**src/rtl/ac_e_register_if.sv**
```systemverilog
// Bus between the AC arithmetic unit / control sequencer and the AC/E register block.
// Carries the result bus, carry, op strobe, and the registered AC/E/status outputs.
// master = arithmetic unit + sequencer side, slave = ac_e_register.
interface ac_e_if #(
  parameter int WIDTH = 16
);
  logic [WIDTH-1:0] ac_data;
  logic             cout;
  logic             op_valid;
  logic [3:0]       op;
  logic [WIDTH-1:0] ac;
  logic             e;
  logic             op_done;
  logic             skip;
  logic             ac_zero;

  modport master (
    output ac_data, cout, op_valid, op,
    input  ac, e, op_done, skip, ac_zero
  );

  modport slave (
    input  ac_data, cout, op_valid, op,
    output ac, e, op_done, skip, ac_zero
  );
endinterface

```
**src/rtl/ac_e_register.sv**
```systemverilog
// Accumulator, E flip-flop and skip-test logic; one register op per accepted strobe.
// Latency: AC/E update at the sampling edge; op_done/skip/ac_zero registered, valid the next cycle.
// No backpressure: every op_valid strobe is accepted. Skip tests (ops 9-12) built only with AC_SKIP_EN.
module ac_e_register #(
  parameter int WIDTH = 16  // must match the WIDTH of the connected ac_e_if
) (
  input  logic  clk,
  input  logic  rst,
  ac_e_if.slave bus
);

  typedef enum logic [3:0] {
    OP_NOP  = 4'd0,
    OP_LOAD = 4'd1,
    OP_ADD  = 4'd2,
    OP_CIR  = 4'd3,
    OP_CIL  = 4'd4,
    OP_CLA  = 4'd5,
    OP_CLE  = 4'd6,
    OP_CME  = 4'd7,
    OP_INC  = 4'd8,
    OP_SPA  = 4'd9,
    OP_SNA  = 4'd10,
    OP_SZA  = 4'd11,
    OP_SZE  = 4'd12
  } op_t;

  logic [WIDTH-1:0] ac_q;
  logic             e_q;
  logic             done_q;
  logic             skip_q;
  logic             zero_q;

  logic [WIDTH-1:0] ac_nxt;
  logic             e_nxt;
  logic             skip_nxt;

  // Next AC/E for the strobed op; everything holds when no op is presented.
  always_comb begin
    ac_nxt = ac_q;
    e_nxt  = e_q;
    if (bus.op_valid) begin
      case (op_t'(bus.op))
        OP_LOAD: ac_nxt = bus.ac_data;
        OP_ADD: begin
          ac_nxt = bus.ac_data;
          e_nxt  = bus.cout;
        end
        // The arithmetic unit supplies the shifted value; E catches the bit shifted out.
        OP_CIR: begin
          ac_nxt = bus.ac_data;
          e_nxt  = ac_q[0];
        end
        OP_CIL: begin
          ac_nxt = bus.ac_data;
          e_nxt  = ac_q[WIDTH-1];
        end
        OP_CLA: ac_nxt = '0;
        OP_CLE: e_nxt  = 1'b0;
        OP_CME: e_nxt  = ~e_q;
        OP_INC: ac_nxt = ac_q + 1'b1;  // wraps modulo 2^WIDTH, E untouched
        default: ;                     // NOP, skip tests, reserved codes
      endcase
    end
  end

  // Skip condition evaluated on the pre-edge AC/E.
  always_comb begin
    skip_nxt = 1'b0;
`ifdef AC_SKIP_EN
    if (bus.op_valid) begin
      case (op_t'(bus.op))
        OP_SPA:  skip_nxt = ~ac_q[WIDTH-1];
        OP_SNA:  skip_nxt = ac_q[WIDTH-1];
        OP_SZA:  skip_nxt = (ac_q == '0);
        OP_SZE:  skip_nxt = ~e_q;
        default: skip_nxt = 1'b0;
      endcase
    end
`endif
  end

  // State and registered status; reset also cancels a pending op_done/skip pulse.
  always_ff @(posedge clk or posedge rst) begin
    if (rst) begin
      ac_q   <= '0;
      e_q    <= 1'b0;
      done_q <= 1'b0;
      skip_q <= 1'b0;
      zero_q <= 1'b1;
    end else begin
      ac_q   <= ac_nxt;
      e_q    <= e_nxt;
      done_q <= bus.op_valid;
      skip_q <= skip_nxt;
      zero_q <= (ac_nxt == '0);
    end
  end

  assign bus.ac      = ac_q;
  assign bus.e       = e_q;
  assign bus.op_done = done_q;
  assign bus.skip    = skip_q;
  assign bus.ac_zero = zero_q;

endmodule

```
**src/flat_wrapper.sv**
```systemverilog
// flat-port wrapper written by rule: the top's interface ports become plain ports
module ac_e_register_flat 
#(
  parameter int WIDTH = 16                                                  
)
  (clk, rst, bus_ac_data, bus_cout, bus_op_valid, bus_op, bus_ac, bus_e, bus_op_done, bus_skip, bus_ac_zero);
  ac_e_if #(.WIDTH(WIDTH)) bus_i ();
  input  logic clk;
  input  logic rst;
  input wire logic [$bits(bus_i.ac_data)-1:0] bus_ac_data;
  input wire logic [$bits(bus_i.cout)-1:0] bus_cout;
  input wire logic [$bits(bus_i.op_valid)-1:0] bus_op_valid;
  input wire logic [$bits(bus_i.op)-1:0] bus_op;
  output wire logic [$bits(bus_i.ac)-1:0] bus_ac;
  output wire logic [$bits(bus_i.e)-1:0] bus_e;
  output wire logic [$bits(bus_i.op_done)-1:0] bus_op_done;
  output wire logic [$bits(bus_i.skip)-1:0] bus_skip;
  output wire logic [$bits(bus_i.ac_zero)-1:0] bus_ac_zero;
  assign bus_i.ac_data = bus_ac_data;
  assign bus_i.cout = bus_cout;
  assign bus_i.op_valid = bus_op_valid;
  assign bus_i.op = bus_op;
  assign bus_ac = bus_i.ac;
  assign bus_e = bus_i.e;
  assign bus_op_done = bus_i.op_done;
  assign bus_skip = bus_i.skip;
  assign bus_ac_zero = bus_i.ac_zero;
  ac_e_register #(.WIDTH(WIDTH)) u_core (.clk(clk), .rst(rst), .bus(bus_i));
endmodule
```
**config.mk**
```make
export PLATFORM = sky130hd
export DESIGN_NAME = ac_e_register_flat
export DESIGN_NICKNAME = d
export VERILOG_FILES = /design/src/rtl/ac_e_register_if.sv /design/src/rtl/ac_e_register.sv /design/src/flat_wrapper.sv
export SDC_FILE = /design/constraint.sdc
export NUM_CORES = 1
export LEC_CHECK = 0
export CAP_MARGIN = 10
export CORE_AREA = 2 2 74 76
export CTS_CLUSTER_SIZE = 30
export DETAILED_ROUTE_END_ITERATION = 7
export DIE_AREA = 0 0 76 78
export GPL_TIMING_DRIVEN = 1
export PLACE_DENSITY_LB_ADDON = 0.3
export SLEW_MARGIN = 10
export SYNTH_ARGS = -nofsm -noshare
export SYNTH_HDL_FRONTEND = slang
export SYNTH_SLANG_ARGS = --single-unit
```
**constraint.sdc**
```tcl
create_clock -name clk -period 3.5 [get_ports clk]
set_clock_uncertainty 0.05 [all_clocks]
set_input_delay 0.35 -clock clk [delete_from_list [all_inputs] [get_ports clk]]
set_output_delay 0.35 -clock clk [all_outputs]
set_load 0.005 [all_outputs]
```
---- Word-level counts from Yosys, hierarchy flattened ----
Cells that the tools add are included.
word-level totals
  logic and storage cells ................. 21
  output and inout port bits .............. 20
  flip-flop bits (word level) ............. 19
operators by class
  muxes and demuxes ....................... 3
  reductions and logical operators ........ 4
  equal/unequal tests ..................... 8
  bitwise logic cells ..................... 1
  add/subtract/negate cells ............... 1
operators by type and width
  kind                     count
  $pmux W16 S3             1
  $add A16 B1 Y16 const B  1
  $eq A4 B3 Y1 const B     4
  $logic_not A16 Y1        1
  $mux W16                 1
  $eq A4 B2 Y1 const B     2
  $pmux W1 S5              1
  $reduce_bool A5 Y1       1
  $eq A4 B1 Y1 const B     1
  $eq A4 B4 Y1 const B     1
  $reduce_or A4 Y1         1
  $reduce_and A2 Y1        1
  $not A1 Y1               1

---- Logic depth before layout (Yosys ltp) ----
Gate-level depths: netlist of run 1.
  word-level depth ........................ 5
  gate-level depth with buffers ........... 9
  mapped depth without buffers ............ 7

---- Worst setup path after synthesis of run 1 ----
Ideal clock, no wire load.
  path type ............................... input -> register
  start ................................... input bus_op[1]
  end ..................................... register u_core.zero_q (netlist: u_core.bus.ac_zero)
  path slack .............................. 0.826 ns
  arrival ................................. 2.534 ns
  buffers on the path ..................... 2
  stages .................................. 8
  setup time .............................. 0.090 ns
  path through ............................ buf_6 or4b_4 buf_6 o21ai_4 o21a_1 mux2_2 or4_1 nor4_2
on the way
  word-level cells in the longest chain between the ends .. 5
RTL lines
  item                                        line                 text
  from (decl)                                 flat_wrapper.sv:13   input wire logic [$bits(bus_i.op)-1:0] bus_op;
  $eq A4 B1 Y1, or another cell as far along  ac_e_register.sv:43  case (op_t'(bus.op))
  $reduce_or A4 Y1 (no line)                  -
  $pmux W16 S3 *                              ac_e_register.sv:43
  $mux W16 *                                  ac_e_register.sv:42  if (bus.op_valid) begin
  via u_core.ac_nxt[0]                        ac_e_register.sv:34  logic [WIDTH-1:0] ac_nxt;
  $logic_not A16 Y1 *                         ac_e_register.sv:96  zero_q <= (ac_nxt == '0);
  to (signal assigned)                        ac_e_register.sv:96
  to (decl)                                   ac_e_register.sv:32  logic zero_q;
The timed path passes the listed nets; every way through them passes the cells marked *.
A chain may end at the register's enable or synchronous reset.

---- Final worst setup path of run 1 ----
  start ................................... register u_core.ac_q[0] (netlist: u_core.bus.ac[0])
  end ..................................... register u_core.zero_q (netlist: u_core.bus.ac_zero)
on the way
  word-level cells in the longest chain between the ends .. 4
RTL lines
  item                    line                 text
  from (decl)             ac_e_register.sv:28  logic [WIDTH-1:0] ac_q;
  from (signal assigned)  ac_e_register.sv:92  ac_q <= ac_nxt;
  $add A16 B1 Y16         ac_e_register.sv:61  OP_INC: ac_nxt = ac_q + 1'b1;
  $pmux W16 S3            ac_e_register.sv:43
  $mux W16 *              ac_e_register.sv:42
  $logic_not A16 Y1 *     ac_e_register.sv:96
Mark *: on every way between the ends. The rest lies on a longest branch, timed or not.

==> results of run 1 <==
## layout make-up
class                      count  area, µm²
fill                         532       3000
multi-input combinational    141        918
timing repair buffer          51        488
sequential                    19        477
tap                           70       87.6
clock buffer                   4       45.0
inverter                       8       30.0
## power groups by stage
| stage | logic (mW) | clock network (mW) | registers (mW) |
|---|---|---|---|
| floorplan | 0.115 | 0 | 0.291 |
| global placement | 0.227 | 0 | 0.303 |
| detailed placement | 0.229 | 0 | 0.303 |
| CTS | 0.231 | 0.167 | 0.299 |
| global route | 0.250 | 0.174 | 0.306 |
| finish | 0.230 | 0.165 | 0.300 |
## stage by stage
stage	cell area (µm²)	instances	hold slack, ns
floorplan	1500	181	0.250
global placement	2000	289	0.495
detailed placement	2000	289	0.487
CTS	2050	293	0.504
global route	2050	293	0.540
finish	2050	293	0.480
## registers in the layout, summed over array words and instances, names as in the netlist
name / flops
u_core.bus.e: 1
u_core.bus.ac_zero: 1
u_core.bus.op_done: 1
u_core.bus.ac: 16
## worst paths after layout
kind                                                end  slack [ns]  depth (start not counted)
setup / recovery           u_core.bus.ac_zero$_DFF_PP1_        0.56                          7
max in group asynchronous    u_core.bus.ac[6]$_DFF_PP0_        2.42                          2
min in group clk               u_core.bus.e$_DFFE_PP0P_        0.51                          1
hold / removal              u_core.bus.ac[13]$_DFF_PP0_        0.48                          2
hold reg to reg                u_core.bus.e$_DFFE_PP0P_        0.51                          1
setup reg to reg           u_core.bus.ac_zero$_DFF_PP1_        0.56                          7
## synthesized netlist by cell type (all sizes together), types with 2 or more instances
| master | instances |
|---|---|
| a21oi | 9 |
| a22o | 3 |
| a22oi | 6 |
| a2bb2oi | 4 |
| buf | 6 |
| clkbuf | 7 |
| dfrtp | 18 |
| inv | 8 |
| mux2 | 3 |
| nand2 | 14 |
| nand3 | 6 |
| nand3b | 2 |
| nand4 | 5 |
| nor2 | 12 |
| nor2b | 2 |
| nor3 | 11 |
| nor3b | 2 |
| nor4 | 8 |
| o211ai | 5 |
| o21ai | 17 |
| o221ai | 8 |
| o2bb2ai | 4 |
| or4 | 2 |
## worst max-delay path, delay by kind of cell (launching register included)
family                   cells  cell delay, ns
AND/OR/NAND/NOR              4            1.45
AO/OA/AOI/OAI                2            0.54
flip-flops                   1            0.48
adder cells (fa/ha/maj)      1            0.34
## layer usage
| metal | wire length, µm | up-vias | GRT usage |
|---|---|---|---|
| li1 | - | 791 | - |
| met1 | 2170 | 771 | 0.222 |
| met2 | 2160 | 77 | 0.266 |
| met3 | 345 | 2 | 0.0326 |
| met4 | 21 | 0 | 0.0236 |
| met5 | 0 | - | 0 |
## kinds of logic after synthesis
group	Yosys count	share of synthesized area
AND/OR/NAND/NOR	70	0.253
AO/OA/AOI/OAI	65	0.319
buffers and inverters	21	0.0716
flip-flops	19	0.317
multiplexers	3	0.0225
adder cells (fa/ha/maj)	1	0.00833
other	1	0.00250
XOR/XNOR	1	0.00583
==> flow_summary.html, run 1 <==
<table>
<tr><th>Metric</th><th>Value</th></tr>
<tr><th colspan="2">Drt</th></tr>
<tr><td>Wire length per cell</td><td>between 15 and 20 µm</td></tr>
<tr><td>DR vias</td><td>1641</td></tr>
<tr><td>Via density per instance</td><td>roughly 5.6</td></tr>
<tr><td>Residual DRC count</td><td>0</td></tr>
<tr><td>Number of DRC violations after detailed-routing iteration 0</td><td>159</td></tr>
<tr><td>Final routed wirelength across all metal layers</td><td>roughly 4700 µm</td></tr>
<tr><td>Number of nets still failing antenna checks after routing</td><td>0</td></tr>
<tr><td>Iteration count of the initial detailed-routing pass</td><td>4</td></tr>
<tr><th colspan="2">Synthesis</th></tr>
<tr><td>Register bit count reported by yosys</td><td>19</td></tr>
<tr><td>Fraction of registers with async set/reset</td><td>1.00</td></tr>
<tr><td>Main synth FF type</td><td>dfrtp_1</td></tr>
<tr><td>Sequential element share of the synthesized area</td><td>0.317</td></tr>
<tr><td>Synthesized net count</td><td>roughly 210</td></tr>
<tr><td>Synthesized area divided by synthesized cell count</td><td>slightly above 8 µm²</td></tr>
<tr><td>Unique masters post-synth</td><td>46</td></tr>
<tr><td>Share of the synthesized area in the top cell type</td><td>0.300</td></tr>
<tr><td>Number of flops mapped to enable cells by yosys</td><td>0</td></tr>
<tr><td>Post-Syn Area</td><td>between 1500 and 2000 µm²</td></tr>
<tr><td>Warning count from the yosys run</td><td>0</td></tr>
<tr><td>Area leader, netlist</td><td>dfrtp_1</td></tr>
<tr><td>Gate count after technology mapping</td><td>approximately 180</td></tr>
<tr><td>Leading post-synthesis cells by cell area</td><td>dfrtp_1, o21ai_0, o221ai_1</td></tr>
<tr><th colspan="2">STA</th></tr>
<tr><td>Final critical-path setup slack</td><td>between 0.5 and 0.6 ns</td></tr>
<tr><td>Setup TNS</td><td>0 ns</td></tr>
<tr><td>Max-Slew Margin vs Limit</td><td>0.468</td></tr>
<tr><td>Final-report setup violation count</td><td>0</td></tr>
<tr><td>Final Hold Vio Count</td><td>0</td></tr>
<tr><td>Period Utilization, post-route</td><td>0.841</td></tr>
<tr><td>Post-layout minimum cycle time</td><td>between 2 and 3 ns</td></tr>
<tr><td>Final Max Slew Viols</td><td>0</td></tr>
<tr><td>Transition at the pin with the smallest max-transition slack</td><td>~0.80 ns</td></tr>
<tr><td>Max Clk Rate</td><td>340 MHz</td></tr>
<tr><td>Setup repair after global routing missed its margin</td><td>no</td></tr>
<tr><th colspan="2">Power and ir drop</th></tr>
<tr><td>Worst vdd rail ir drop</td><td>about 0.00016 V</td></tr>
<tr><td>Combinational share of power</td><td>0.331</td></tr>
<tr><td>Fraction of power consumed by sequential logic</td><td>0.432</td></tr>
<tr><td>Switching part of the total</td><td>0.332</td></tr>
<tr><td>Pwr per Cell Area</td><td>roughly 340 nW/µm²</td></tr>
<tr><td>Cell leakage power</td><td>0.731 nW</td></tr>
<tr><td>Internal cell power</td><td>~0.46 mW</td></tr>
<tr><td>Switching Power</td><td>0.231 mW</td></tr>
<tr><td>Clock share of power</td><td>0.237</td></tr>
<tr><td>Sum of internal, switching and leakage power</td><td>around 0.69 mW</td></tr>
<tr><th colspan="2">Clock network</th></tr>
<tr><td>CTS tree</td><td>done</td></tr>
<tr><td>H-Tree Level Count</td><td>1</td></tr>
<tr><td>Clock transition time at the flip-flop clock pins of the worst setup and hold paths</td><td>0.08 ns</td></tr>
<tr><td>Hold buffers post-CTS</td><td>0</td></tr>
<tr><td>Number of sinks handled by clock tree synthesis</td><td>19</td></tr>
<tr><td>Clock tree root buffer cell</td><td>clkbuf_8</td></tr>
<tr><td>Skew-Pair Late Insertion Delay</td><td>0.26 ns</td></tr>
<tr><td>Post-CTS Resized</td><td>0</td></tr>
<tr><td>Max Buffers Root-to-Sink</td><td>2</td></tr>
<tr><td>CTS Buf Count</td><td>3</td></tr>
<tr><td>Post-CTS setup buffers</td><td>0</td></tr>
<tr><th colspan="2">Final layout</th></tr>
<tr><td>Antenna cells</td><td>0</td></tr>
<tr><td>Fraction of layout cells with a size suffix above 1</td><td>0.0897</td></tr>
<tr><td>Area growth, synth to finish</td><td>36.1%</td></tr>
<tr><td>Share of the core filled with cells</td><td>0.406</td></tr>
<tr><td>Leading cell type in the layout, fill and taps excluded</td><td>clkdlybuf4s50_1</td></tr>
<tr><td>Nets</td><td>around 250</td></tr>
<tr><td>Commonest cells after routing, fill and taps aside</td><td>clkdlybuf4s50_1, dfrtp_1, o21ai_0</td></tr>
<tr><th colspan="2">Floorplanning</th></tr>
<tr><td>Number of ports placed on the die boundary</td><td>44</td></tr>
<tr><td>Height of the die</td><td>78 µm</td></tr>
<tr><td>Initial core utilization</td><td>0.298</td></tr>
<tr><td>Std-Cell Rows</td><td>26</td></tr>
<tr><td>Floorplan Core Area</td><td>about 5000 µm²</td></tr>
<tr><td>Die ar.</td><td>around 5900 µm²</td></tr>
<tr><td>Die width</td><td>around 76 µm</td></tr>
<tr><th colspan="2">Critical path</th></tr>
<tr><td>Data arrival at the endpoint of the critical path</td><td>just over 3 ns</td></tr>
<tr><td>Startpoint type of the worst setup path</td><td>flop</td></tr>
<tr><td>Type of the worst setup path</td><td>flop to flop</td></tr>
<tr><td>Kind of end point of the critical path</td><td>flop</td></tr>
<tr><td>CP startpoint</td><td>u_core.bus.ac[0]$_DFF_PP0_</td></tr>
<tr><td>Crit-path max FO</td><td>7</td></tr>
<tr><td>Critical path required time</td><td>around 3.6 ns</td></tr>
<tr><td>Longest individual stage delay on the worst path</td><td>0.49 ns</td></tr>
<tr><td>Standard cell with the maximum stage delay on the critical path</td><td>or4_1</td></tr>
<tr><td>Cell Chain, Critical Path</td><td>ha_1 &gt; nand4_1 &gt; nor4_1 &gt; o221ai_1 &gt; a221o_1 &gt; or4_1 &gt; nor4_2</td></tr>
<tr><td>Reg2reg start</td><td>u_core.bus.ac[0]$_DFF_PP0_</td></tr>
<tr><th colspan="2">GRT</th></tr>
<tr><td>Largest net degree at the start of global routing</td><td>20</td></tr>
<tr><td>Total overflow reported by the global router</td><td>0</td></tr>
<tr><td>Total global routing track utilization</td><td>0.161</td></tr>
<tr><td>Initial antenna violation count</td><td>0</td></tr>
<tr><td>Wire length of the first global-routing pass</td><td>approximately 7800 µm</td></tr>
<tr><td>Number of global-route vias before repair</td><td>1572</td></tr>
<tr><th colspan="2">Run status</th></tr>
<tr><td>Run status</td><td>completed</td></tr>
<tr><th colspan="2">Place</th></tr>
<tr><td>Pre-CTS setup slack</td><td>~0.36 ns</td></tr>
<tr><td>Count of port buffers added during placement</td><td>between 40 and 50</td></tr>
<tr><td>Global placer's final weighted congestion</td><td>just under 0.9</td></tr>
<tr><td>Dpl hpwl</td><td>3410 µm</td></tr>
<tr><th colspan="2">Job</th></tr>
<tr><td>Maximum Capacitance Violations</td><td>0</td></tr>
<tr><th colspan="2">Hold path</th></tr>
<tr><td>HP Class</td><td>primary input to asynchronous set/reset pin</td></tr>
</table>
Power figures use the tool's default switching activity.
==> inputs of run 2 (changes only) <==
==> constraint.sdc (replaced) <==
create_clock -name clk -period 3 [get_ports clk]
set_clock_uncertainty 0.05 [all_clocks]
set_input_delay 0.3 -clock clk [delete_from_list [all_inputs] [get_ports clk]]
set_output_delay 0.3 -clock clk [all_outputs]
set_load 0.005 [all_outputs]
==> run 2 against run 1 <==
Net effect: critical endpoint unchanged; routed wire length up 2.3%; flip-flop and latch count stayed put; setup slack got worse by 0.19 ns; final cell count up 4.1%; global-route usage increased by 0.40 points.
==> flow_summary.html, run 2 (same netlist as run 1, synthesis figures left out) <==
<table>
<tr><th>Metric</th><th>Value</th></tr>
<tr><th colspan="2">STA</th></tr>
<tr><td>Max-Slew Margin vs Limit</td><td>0.486 (+0.0181)</td></tr>
<tr><td>Post-layout minimum cycle time</td><td>roughly 2.6 ns</td></tr>
<tr><td>Setup repair after global routing missed its margin</td><td>no</td></tr>
<tr><td>Final Hold Vio Count</td><td>0 (unchanged)</td></tr>
<tr><td>Setup TNS</td><td>0 ns (unchanged)</td></tr>
<tr><td>Transition at the pin with the smallest max-transition slack</td><td>0.770 ns (-0.0272 ns)</td></tr>
<tr><td>Period Utilization, post-route</td><td>0.878</td></tr>
<tr><td>Max Clk Rate</td><td>approximately 380 MHz</td></tr>
<tr><td>Hold slack final</td><td>0.420 ns (-0.0598 ns)</td></tr>
<tr><td>Final-report setup violation count</td><td>0 (unchanged)</td></tr>
<tr><td>Final Max Slew Viols</td><td>0 (unchanged)</td></tr>
<tr><th colspan="2">Drt</th></tr>
<tr><td>Number of nets still failing antenna checks after routing</td><td>0 (unchanged)</td></tr>
<tr><td>Wire length per cell</td><td>15.7 µm (-1.8%)</td></tr>
<tr><td>Iteration count of the initial detailed-routing pass</td><td>4 (unchanged)</td></tr>
<tr><td>Via density per instance</td><td>5.38 (-4.0%)</td></tr>
<tr><td>Number of DRC violations after detailed-routing iteration 0</td><td>157 (-1.3%)</td></tr>
<tr><td>Residual DRC count</td><td>0 (unchanged)</td></tr>
<tr><td>Final routed wirelength across all metal layers</td><td>4800 µm (+2.3%)</td></tr>
<tr><td>DR vias</td><td>1640 (-0.061%)</td></tr>
<tr><th colspan="2">Clock network</th></tr>
<tr><td>Post-CTS setup buffers</td><td>0 (unchanged)</td></tr>
<tr><td>Skew-Pair Late Insertion Delay</td><td>0.26 ns (about the same)</td></tr>
<tr><td>Clock tree root buffer cell</td><td>clkbuf_8</td></tr>
<tr><td>Max Buffers Root-to-Sink</td><td>2 (unchanged)</td></tr>
<tr><td>CTS tree</td><td>done</td></tr>
<tr><td>Hold buffers post-CTS</td><td>0 (unchanged)</td></tr>
<tr><td>Post-CTS Resized</td><td>0 (unchanged)</td></tr>
<tr><td>CTS Buf Count</td><td>3 (unchanged)</td></tr>
<tr><td>Clock transition time at the flip-flop clock pins of the worst setup and hold paths</td><td>0.08 ns (about the same)</td></tr>
<tr><td>Number of sinks handled by clock tree synthesis</td><td>19 (unchanged)</td></tr>
<tr><td>H-Tree Level Count</td><td>1 (unchanged)</td></tr>
<tr><th colspan="2">Critical path</th></tr>
<tr><td>Kind of end point of the critical path</td><td>flop</td></tr>
<tr><td>Critical path required time</td><td>3.13 ns (-0.50 ns)</td></tr>
<tr><td>Crit-path max FO</td><td>9 (+2)</td></tr>
<tr><td>Data arrival at the endpoint of the critical path</td><td>2.76 ns (-0.31 ns)</td></tr>
<tr><td>Startpoint type of the worst setup path</td><td>primary input</td></tr>
<tr><td>Type of the worst setup path</td><td>primary input to flop</td></tr>
<tr><th colspan="2">GRT</th></tr>
<tr><td>Number of global-route vias before repair</td><td>1567 (-0.32%)</td></tr>
<tr><td>Initial antenna violation count</td><td>0 (unchanged)</td></tr>
<tr><td>Largest net degree at the start of global routing</td><td>20 (unchanged)</td></tr>
<tr><td>Wire length of the first global-routing pass</td><td>7930 µm (+2.2%)</td></tr>
<tr><td>Total global routing track utilization</td><td>0.165 (+0.00405)</td></tr>
<tr><td>Total overflow reported by the global router</td><td>0 (unchanged)</td></tr>
<tr><th colspan="2">Final layout</th></tr>
<tr><td>Number of flip-flops under the largest register name</td><td>16 (unchanged)</td></tr>
<tr><td>Commonest cells after routing, fill and taps aside</td><td>clkdlybuf4s50_1, buf_4, dfrtp_1</td></tr>
<tr><td>Leading cell type in the layout, fill and taps excluded</td><td>clkdlybuf4s50_1</td></tr>
<tr><td>Fraction of layout cells with a size suffix above 1</td><td>0.136 (+0.0465)</td></tr>
<tr><td>Filler cells</td><td>524 (-1.5%)</td></tr>
<tr><td>Antenna cells</td><td>0 (unchanged)</td></tr>
<tr><td>Area growth, synth to finish</td><td>42.1%</td></tr>
<tr><td>Nets</td><td>261 (+4.8%)</td></tr>
<tr><th colspan="2">Floorplanning</th></tr>
<tr><td>Die ar.</td><td>5930 µm² (unchanged)</td></tr>
<tr><td>Std-Cell Rows</td><td>26 (unchanged)</td></tr>
<tr><td>Height of the die</td><td>78 µm (unchanged)</td></tr>
<tr><td>Number of ports placed on the die boundary</td><td>44 (unchanged)</td></tr>
<tr><td>Floorplan Core Area</td><td>5040 µm² (unchanged)</td></tr>
<tr><td>Initial core utilization</td><td>0.298 (unchanged)</td></tr>
<tr><td>Die width</td><td>76 µm (unchanged)</td></tr>
<tr><th colspan="2">Power and ir drop</th></tr>
<tr><td>Worst vdd rail ir drop</td><td>0.000303 V (+91%)</td></tr>
<tr><td>Cell leakage power</td><td>0.791 nW (+8.2%)</td></tr>
<tr><td>Pwr per Cell Area</td><td>383 nW/µm² (+13%)</td></tr>
<tr><th colspan="2">Place</th></tr>
<tr><td>Global placer's final weighted congestion</td><td>0.882 (+1.0%)</td></tr>
<tr><td>Count of port buffers added during placement</td><td>42 (unchanged)</td></tr>
<tr><td>Dpl hpwl</td><td>3590 µm (+5.3%)</td></tr>
<tr><th colspan="2">Job</th></tr>
<tr><td>Maximum Capacitance Violations</td><td>0 (unchanged)</td></tr>
<tr><th colspan="2">Hold path</th></tr>
<tr><td>HP Class</td><td>primary input to asynchronous set/reset pin</td></tr>
<tr><th colspan="2">Run status</th></tr>
<tr><td>Run status</td><td>completed</td></tr>
</table>
## run 2: changes by cell type in the layout (fill, tap and decap cells not counted)
cell	before	now
buf_4	9	21
## run 2: per-stage QoR
| step | total power [mW] | instances | setup slack, ns | area (µm²) | utilization |
|---|---|---|---|---|---|
| 2_1_floorplan | 0.474 | 181 | 0.376 | 1500 | - |
| 3_3_place_gp | 0.634 | 301 | 0.175 | 2090 | 0.415 |
| 3_5_place_dp | 0.637 | 301 | 0.109 | 2090 | 0.415 |
| 4_1_cts | 0.827 | 305 | 0.385 | 2140 | 0.424 |
| 5_1_grt | 0.873 | 305 | 0.224 | 2140 | 0.424 |
| 6_report | 0.818 | 305 | 0.366 | 2140 | 0.424 |
## run 2: layout make-up
type,count,area (µm²),share of cell area
Clock buffer,4,45.0,0.0211
Sequential cell,19,477,0.223
Inverter,8,30.0,0.0141
Timing Repair Buffer,63,578,0.271
Tap cell,70,87.6,0.0410
Multi-Input combinational cell,141,918,0.430
## run 2: per-layer routing
metal / wire, µm / global-route usage / vias up / part of all wire
li1: - / - / 824 / -
met5: 0 / 0 / - / 0
met1: 2340 / 0.230 / 764 / 0.49
met4: 15 / 0.0291 / 0 / 0.0031
met3: 253 / 0.0337 / 2 / 0.053
met2: 2190 / 0.268 / 50 / 0.46
## run 2: final timing paths
| kind | to | slack [ns] | depth (start not counted) | startpoint |
|---|---|---|---|---|
| worst max-delay path | u_core.bus.ac_zero$_DFF_PP1_ | 0.37 | 8 | bus_op[1] |
| worst min-delay path | u_core.bus.ac[0]$_DFF_PP0_ | 0.42 | 2 | rst |
| worst max register to register | u_core.bus.ac_zero$_DFF_PP1_ | 0.49 | 8 | u_core.bus.ac[0]$_DFF_PP0_ |
| worst min register to register | u_core.bus.e$_DFFE_PP0P_ | 0.49 | 1 | u_core.bus.e$_DFFE_PP0P_ |
| max in group asynchronous | u_core.bus.ac[8]$_DFF_PP0_ | 1.99 | 2 | rst |
| min in group clk | u_core.bus.e$_DFFE_PP0P_ | 0.49 | 1 | u_core.bus.e$_DFFE_PP0P_ |
## run 2: worst max-delay path: stages
cell and delay, ns:
clkdlybuf4s50_1 0.42, or4b_4 0.57, o21ai_4 0.12, buf_4 0.22
o21ai_4 0.06, a221o_1 0.33, or4_1 0.51, nor4_2 0.24
## run 2: report_power, final
part,switching (mW),leakage [nW],internal (mW)
registers,0.0482,0.248,0.292
logic,0.126,0.521,0.167
clock network,0.0904,0.0228,0.0947
total,0.264,0.791,0.554
